==> config.mk <==
export PLATFORM = sky130hd
export DESIGN_NAME = systolic_tile_ctrl
export DESIGN_NICKNAME = d
export VERILOG_FILES = /design/src/rtl/systolic_pkg.sv /design/src/rtl/systolic_skew_gen.sv /design/src/rtl/systolic_tile_ctrl.sv
export SDC_FILE = /design/constraint.sdc
export NUM_CORES = 1
export LEC_CHECK = 0
export ABC_AREA = 1
export CORE_ASPECT_RATIO = 0.7
export CORE_MARGIN = 2
export CORE_UTILIZATION = 45
export CTS_BUF_LIST = sky130_fd_sc_hd__clkbuf_4 sky130_fd_sc_hd__clkbuf_8
export DETAILED_ROUTE_END_ITERATION = 10
export PLACE_DENSITY = 0.64
export SLEW_MARGIN = 20
export SYNTH_ARGS = -nofsm -noshare
export SYNTH_HDL_FRONTEND = slang
export SYNTH_HIERARCHICAL = 1
export SYNTH_SLANG_ARGS = --single-unit
==> constraint.sdc <==
create_clock -name clk -period 10.8 [get_ports clk]
set_input_delay 1.08 -clock clk [delete_from_list [all_inputs] [get_ports clk]]
set_output_delay 1.08 -clock clk [all_outputs]
set_load 0.05 [all_outputs]
==> src/rtl/systolic_pkg.sv <==
// Shared types and helpers for the systolic tile controller.
package systolic_pkg;

  typedef enum logic [2:0] {
    LOAD = 3'b001,
    MAC  = 3'b010,
    OUT  = 3'b100
  } state_e;

  // Zero or out-of-range reduction lengths fall back to a full FIFO.
  function automatic int clamp_k(input int k_len, input int depth);
    return (k_len == 0 || k_len > depth) ? depth : k_len;
  endfunction

  // A product needs k beats plus the row/column skew to drain into the far PE.
  function automatic int mac_dur(input int k, input int rows, input int cols);
    return k + rows + cols - 2;
  endfunction

endpackage

==> src/rtl/systolic_skew_gen.sv <==
// Skewed FIFO read-enable vector: lane i reads on cycles i .. i+k-1 of MAC.
module systolic_skew_gen
  import systolic_pkg::*;
#(
  parameter int N  = 4,
  parameter int CW = 5,
  parameter int KW = 5
) (
  input  logic          en,
  input  logic [CW-1:0] c,
  input  logic [KW-1:0] k,
  output logic [N-1:0]  ren
);

  for (genvar i = 0; i < N; i++) begin : g_lane
    assign ren[i] = en && (int'(c) >= i) && (int'(c) < i + int'(k));
  end

endmodule

==> src/rtl/systolic_tile_ctrl.sv <==
// Output-stationary systolic tile controller: LOAD -> MAC -> OUT -> LOAD.
// Optional perf counters under SYSTOLIC_TILE_CTRL_PERF_EN.
module systolic_tile_ctrl
  import systolic_pkg::*;
#(
  parameter  int ROWS  = 4,
  parameter  int COLS  = 4,
  parameter  int DEPTH = 16,
  localparam int KW    = $clog2(DEPTH + 1)
) (
  input  logic            clk,
  input  logic            rst,
  input  logic [KW-1:0]   k_len,
  input  logic            x_send_val,
  output logic            x_send_rdy,
  input  logic            w_send_val,
  output logic            w_send_rdy,
  output logic [ROWS-1:0] x_fifo_wen,
  output logic [ROWS-1:0] x_fifo_ren,
  output logic [COLS-1:0] w_fifo_wen,
  output logic [COLS-1:0] w_fifo_ren,
  output logic            mac_en,
  output logic            acc_clr,
  output logic            out_val,
  input  logic            out_rdy,
  output logic            busy
`ifdef SYSTOLIC_TILE_CTRL_PERF_EN
  ,
  output logic [31:0]     perf_tiles,
  output logic [31:0]     perf_stall
`endif
);

  localparam int CW = $clog2(DEPTH + ROWS + COLS);

  state_e        state_q, state_d;
  logic [KW-1:0] k_q, k_d, x_cnt_q, x_cnt_d, w_cnt_q, w_cnt_d, k_eff;
  logic [CW-1:0] c_q, c_d;
  logic          load_first_q, load_first_d;
  logic          in_load, in_mac, in_out, x_fire, w_fire, out_fire, mac_last;

  // Outputs are forced low during reset so an abort never emits acc_clr.
  assign in_load = (state_q == LOAD) && !rst;
  assign in_mac  = (state_q == MAC)  && !rst;
  assign in_out  = (state_q == OUT)  && !rst;

  // k_len is live on the first LOAD cycle, then held in k_q for the tile.
  assign k_eff = load_first_q ? KW'(clamp_k(int'(k_len), DEPTH)) : k_q;

  assign x_send_rdy = in_load && (x_cnt_q < k_eff);
  assign w_send_rdy = in_load && (w_cnt_q < k_eff);
  assign x_fire     = x_send_val && x_send_rdy;
  assign w_fire     = w_send_val && w_send_rdy;
  assign x_fifo_wen = {ROWS{x_fire}};
  assign w_fifo_wen = {COLS{w_fire}};

  assign mac_last = (c_q == CW'(mac_dur(int'(k_q), ROWS, COLS) - 1));
  assign mac_en   = in_mac;
  assign out_val  = in_out;
  assign out_fire = in_out && out_rdy;
  assign acc_clr  = out_fire;
  assign busy     = in_mac || in_out;

  systolic_skew_gen #(.N(ROWS), .CW(CW), .KW(KW)) u_x_skew (
    .en(in_mac), .c(c_q), .k(k_q), .ren(x_fifo_ren)
  );

  systolic_skew_gen #(.N(COLS), .CW(CW), .KW(KW)) u_w_skew (
    .en(in_mac), .c(c_q), .k(k_q), .ren(w_fifo_ren)
  );

  always_comb begin
    state_d      = state_q;
    k_d          = k_q;
    x_cnt_d      = x_cnt_q;
    w_cnt_d      = w_cnt_q;
    c_d          = c_q;
    load_first_d = load_first_q;
    unique case (state_q)
      LOAD: begin
        k_d          = k_eff;
        load_first_d = 1'b0;
        x_cnt_d      = x_cnt_q + KW'(x_fire);
        w_cnt_d      = w_cnt_q + KW'(w_fire);
        // Look at the post-fire counts so MAC follows the final fire directly.
        if (x_cnt_d == k_eff && w_cnt_d == k_eff) begin
          state_d = MAC;
          x_cnt_d = '0;
          w_cnt_d = '0;
          c_d     = '0;
        end
      end
      MAC: begin
        if (mac_last) begin
          state_d = OUT;
          c_d     = '0;
        end else begin
          c_d = c_q + CW'(1);
        end
      end
      OUT: begin
        if (out_fire) begin
          state_d      = LOAD;
          load_first_d = 1'b1;
        end
      end
      default: state_d = LOAD;
    endcase
  end

  always_ff @(posedge clk) begin
    if (rst) begin
      state_q      <= LOAD;
      k_q          <= '0;
      x_cnt_q      <= '0;
      w_cnt_q      <= '0;
      c_q          <= '0;
      load_first_q <= 1'b1;
    end else begin
      state_q      <= state_d;
      k_q          <= k_d;
      x_cnt_q      <= x_cnt_d;
      w_cnt_q      <= w_cnt_d;
      c_q          <= c_d;
      load_first_q <= load_first_d;
    end
  end

`ifdef SYSTOLIC_TILE_CTRL_PERF_EN
  logic [31:0] perf_tiles_q, perf_tiles_d, perf_stall_q, perf_stall_d;

  always_comb begin
    perf_tiles_d = perf_tiles_q;
    perf_stall_d = perf_stall_q;
    if (out_fire && !(&perf_tiles_q))            perf_tiles_d = perf_tiles_q + 32'd1;
    if (in_out && !out_rdy && !(&perf_stall_q))  perf_stall_d = perf_stall_q + 32'd1;
  end

  always_ff @(posedge clk) begin
    if (rst) begin
      perf_tiles_q <= '0;
      perf_stall_q <= '0;
    end else begin
      perf_tiles_q <= perf_tiles_d;
      perf_stall_q <= perf_stall_d;
    end
  end

  assign perf_tiles = perf_tiles_q;
  assign perf_stall = perf_stall_q;
`endif

endmodule

## After elaboration in Yosys (flattened, before gate mapping)

Cells that the tools add are included.

- Flip-flop bits (word level): 24
- Input bits: 10
- Output and inout port bits: 22

- Add/subtract/negate cells: 10
- Order comparisons: 10
- Equal/unequal tests: 9
- Mux-type cells: 13
- Reductions and logical operators: 25

Operator list:

| cell | count |
|---|---|
| $lt A6 B32 Y1 | 3 |
| $mux W5 | 6 |
| $logic_and A1 B1 Y1 | 16 |
| $eq A5 B5 Y1 | 3 |
| $lt A5 B5 Y1 | 3 |
| $add A2 B5 Y6 const A | 2 |
| $add A5 B1 Y5 | 2 |
| $add A5 B3 Y5 const B | 2 |
| $ge A5 B2 Y1 const B | 2 |
| $pmux W5 S2 | 1 |
| $sub A5 B2 Y5 const B | 2 |
| $mux W3 | 3 |
| $pmux W3 S3 | 1 |
| $add A1 B5 Y6 const A | 1 |
| $add A5 B1 Y5 const B | 1 |
| $ge A5 B1 Y1 const B | 1 |
| $gt A5 B5 Y1 const B | 1 |
| $logic_not A5 Y1 | 1 |
| $ne A2 B2 Y1 const B | 2 |
| $reduce_and A2 Y1 | 2 |
| $reduce_bool A2 Y1 | 2 |
| $eq A3 B1 Y1 const B | 1 |
| $eq A3 B2 Y1 const B | 1 |
| $eq A3 B3 Y1 const B | 1 |
| 6 further kinds | 7 |

## Logic depth before layout (Yosys ltp)

- Word-level depth: 12
- Mapped depth: 28
- Mapped depth without buffers: 28

## Modules after synthesis

The synthesis kept the hierarchy.

By module, submodules not included:

| module | instances | cells an instance | area each (um^2) |
|---|---|---|---|
| systolic_tile_ctrl | 1 | 285 | 1860.5 |
| systolic_skew_gen at u_x_skew | 1 | 102 | 650.6 |
| systolic_skew_gen at u_w_skew | 1 | 103 | 649.4 |

## Worst setup path after synthesis

OpenSTA, ideal clock, no wires.

- Kind: input port to output port
- From: in rst
- To: out x_fifo_ren[0]
- Arrival time: 3.510 ns
- Required time: 9.720 ns
- Setup slack: 6.210 ns
- Cell stages on the path: 4
- Buffers on the path: 1
- Cell sequence: clkbuf_1 nor2_1 inv_1 nor3_1

- Cells in the longest elaborated chain, start to end: 3

Ends and longest elaborated chain:

| item | RTL line | source |
|---|---|---|
| from (decl) | systolic_tile_ctrl.sv:12 | `input logic rst,` |
| $logic_not A1 Y1 | systolic_tile_ctrl.sv:44 | `assign in_mac = (state_q == MAC) && !rst;` |
| $logic_and A1 B1 Y1 | systolic_tile_ctrl.sv:44 |  |
| net mac_en | systolic_tile_ctrl.sv:22 | `output logic mac_en,` |
| $logic_and A1 B1 Y1 | systolic_skew_gen.sv:16 | `assign ren[i] = en && (int'(c) >= i) && (int'(c) < i + int'(k));` |
| to (decl) | systolic_tile_ctrl.sv:19 | `output logic [ROWS-1:0] x_fifo_ren,` |

The timed path passes the listed nets, and every way through them passes these cells.

## Worst setup path in the final report

- From: in k_len[0]
- To: out x_fifo_wen[1]

- Cells in the longest elaborated chain, start to end: 7

Ends and longest elaborated chain:

| item | RTL line | source |
|---|---|---|
| from (decl) | systolic_tile_ctrl.sv:13 | `input logic [KW-1:0] k_len,` |
| $gt A5 B5 Y1 or $logic_not A5 Y1 (tied branches) | systolic_pkg.sv:12 | `return (k_len == 0 \|\| k_len > depth) ? depth : k_len;` |
| $logic_or A1 B1 Y1 | systolic_pkg.sv:12 |  |
| $mux W5 * | systolic_pkg.sv:12 |  |
| $mux W5 * | systolic_tile_ctrl.sv:48 | `assign k_eff = load_first_q ? KW'(clamp_k(int'(k_len), DEPTH)) : k_q;` |
| $lt A5 B5 Y1 * | systolic_tile_ctrl.sv:50 | `assign x_send_rdy = in_load && (x_cnt_q < k_eff);` |
| $logic_and A1 B1 Y1 * | systolic_tile_ctrl.sv:50 |  |
| $logic_and A1 B1 Y1 * | systolic_tile_ctrl.sv:52 | `assign x_fire = x_send_val && x_send_rdy;` |
| to (decl) | systolic_tile_ctrl.sv:18 | `output logic [ROWS-1:0] x_fifo_wen,` |

Mark *: on every way between the ends. The rest lies on a longest branch, timed or not.

==> flow_summary.toml <==
[drt]
dr_total_vias = 3096
drt-initial-drc-count = 207
wl_per_cell_um = 12.8
post-route-drc-count = 0
routed_wl_mm = 7.77
viasPerCell = 5.12
drtAntennaViolNets = 0
drt_pre_antenna_iters = 5

[job]
maxCapViolCount = 0

[logic_synthesis]
synth_top_family_by_area = "simple AND/OR/NAND/NOR gates"
synthesis.area_um2 = 3160
muxShareOfSynthArea = 0
yosysUniqueCellTypes = 38
syn_inst = 490
yosys-top-cells-area = "ha_1 (19%), dfxtp_1 (15%), nand2_1 (15%)"
synth_top_cell_by_area = "ha_1"
yosysWarnings = 6
synth_compound_area_frac = 0.102
avgSynthCellArea_um2 = 6.45
ys.flop_type = "dfxtp_1"
synth_most_common_cell = "nand2_1"
ys_seq_area_frac = 0.152
synth_xor_area_frac = 0.0610
synthTopCellsByCount = "nand2_1 (126), inv_1 (66), nand3_1 (54)"
ys_ff_latch = 24
synthAdderAreaFrac = 0.194
synth_top_area_frac = 0.194
synthArstFlopShare = 0
synth_nets = 549
synth_edf_count = 0
synthSimpleGateAreaFrac = 0.369

[grt]
antenna_found_initial = 0
grt_max_degree = 26
grt_usage = 0.208
grt_pass1_wl_mm = 13.1
grt_overflow_total = 0
grt_pass1_vias = 2768

[worst_setup_path]
end_kind = "primary output"
start_kind = "input port"
cp.required_ns = 9.72
rr_worst_depth = 20
critPathKind = "input port to primary output"
critPathArrivalTime_ns = 4.34
worstPathMaxFanout = 5

[clock_network]
clock-sinks = 24
clockBufferDepth = 2
root_buffer = "clkbuf_8"
path_clk_slew_ns = 0.09
post_cts_buffers = 0
h-tree-depth = 1
cts_resized = 0
cts_tree = "built"
clock_latency_ns = 0.27
cts_hold_buf = 0
cts_buffers = 3

[placed_design]
place.gp.congestion = 0.914
dp_cells = 601
hpwl_mm = 5.94
dp_slack_ns = 5.35
io_buffer_count = 31

[finish]
antenna_cells = 0
instances_no_fill = 605
regArea_um2 = 480
fillCellCount = 736
layout-drive-gt1-share = 0.0802
multi_input_area_um2 = 2290
nets = 571
syn_to_final_growth_pct = 12.9

[timing]
rsz0062_at_grt = "no"
tightest_slew_ns = 0.932
fin_crit_ns = 5.42
fin_worst_skew_ns = 0.00342
max_freq_ghz = 0.185
setup_tns_ns = 0
finalHoldViolCount = 0
relSlewSlack = 0.377
slew_violations = 0
setup_viol = 0
min_period_over_period = 0.501
timing.final.ws_setup_ns = 5.38

[floorplanning]
design.core.area_um2 = 6790
die_y_um = 74.1
start_util = 0.466
io_pins = 32
die_w_um = 104
fp-row-count = 25
dieArea_um2 = 7720

[power_and_ir_drop]
p_per_area_nw_per_um2 = 199
vdd_drop_max_mv = 0.0921
leakage_nw = 1.68

[min_path]
holdPathStages = 2
hold_path_class = "flip-flop to flip-flop"

[outcome]
outcome = "completed"
through the flow:
stage / cell area [um^2] / power, mW / utilization / hold slack [ns]
after global placement: 3500 / 0.618 / 0.515 / 0.480
final: 3570 / 0.708 / 0.526 / 0.513
after CTS: 3570 / 0.707 / 0.526 / 0.502
after detailed placement: 3500 / 0.625 / 0.515 / 0.491
after global routing: 3570 / 0.781 / 0.526 / 0.532
after floorplan: 3160 / 0.522 / - / 0.463
cell usage in the layout, fill, tap and decap left out, types with 3 or more instances in the layout:
cell type        count
nand2_1            126
inv_1               66
nand3_1             54
ha_1                49
clkdlybuf4s50_1     31
a21oi_1             29
nor2_1              24
dfxtp_1             24
o21ai_0             17
xor2_1              14
nand4_1              8
xnor2_1              8
nand2_2              7
nand3_2              6
nor3_1               6
inv_2                6
a21boi_0             3
nor2_2               3
clkbuf_8             3
a21oi_2              3
final timing paths:
path | from | endpoint | slack, ns
worst max-delay path | k_len[0] | x_fifo_wen[1] | 5.38
worst min register to register | w_cnt_q[0]$_SDFFE_PP0P_ | w_cnt_q[0]$_SDFFE_PP0P_ | 0.51
worst max register to register | state_q[0]$_SDFFE_PP1P_ | state_q[1]$_SDFFE_PP0P_ | 6.54
worst min-delay path | w_cnt_q[0]$_SDFFE_PP0P_ | w_cnt_q[0]$_SDFFE_PP0P_ | 0.51
logic make-up after synthesis:
| group | Yosys count |
|---|---|
| xor gates and xnor gates | 22 |
| adders and majority gates | 49 |
| DFF | 24 |
| buffers and inverters | 90 |
| AOI/OAI and AO/OA | 58 |
| and+or+nand+nor | 247 |
per-layer routing:
metal / GRT usage / vias to the layer above / wire [um]
met4: 0.0210 / 0 / 14
li1: - / 1636 / -
met1: 0.321 / 1385 / 4360
met5: 0 / - / 0
met3: 0.0307 / 2 / 460
met2: 0.315 / 73 / 2940
worst max-delay path, stage by stage:
cell             delay, ns
clkdlybuf4s50_1       0.43
or4_1                 0.53
ha_1                  0.30
inv_1                 0.13
nand3_2               0.11
nand2_1               0.12
inv_1                 0.06
o22ai_1               0.14
nand2_1               0.07
o21ai_0               0.07
nand2_1               0.07
nand2_1               0.06
nand2_1               0.07
nor2_1                0.24
clkdlybuf4s50_1       0.86
flip-flops by register name (all words and copies together) (netlist names):
register	cells
c_q	5
k_q	5
w_cnt_q	5
x_cnt_q	5
state_q	3
load_first_q	1
where the power goes:
group	switching, mW	internal (mW)	leakage [nW]	total, mW
clock network	0.0315	0.0496	0.0357	0.0811
logic	0.302	0.168	1.45	0.470
registers	0.0514	0.106	0.195	0.157
total	0.385	0.323	1.68	0.708
final cells by class:
| class | instances | area share |
|---|---|---|
| clock inverters | 1 | 0.00842 |
| flip-flops and latches | 24 | 0.135 |
| repair buffers | 33 | 0.0912 |
| well taps | 94 | 0.0330 |
| multi-input cells | 376 | 0.643 |
| inverters | 74 | 0.0786 |
| clock buffers | 3 | 0.0116 |
Power figures use the tool's default switching activity.
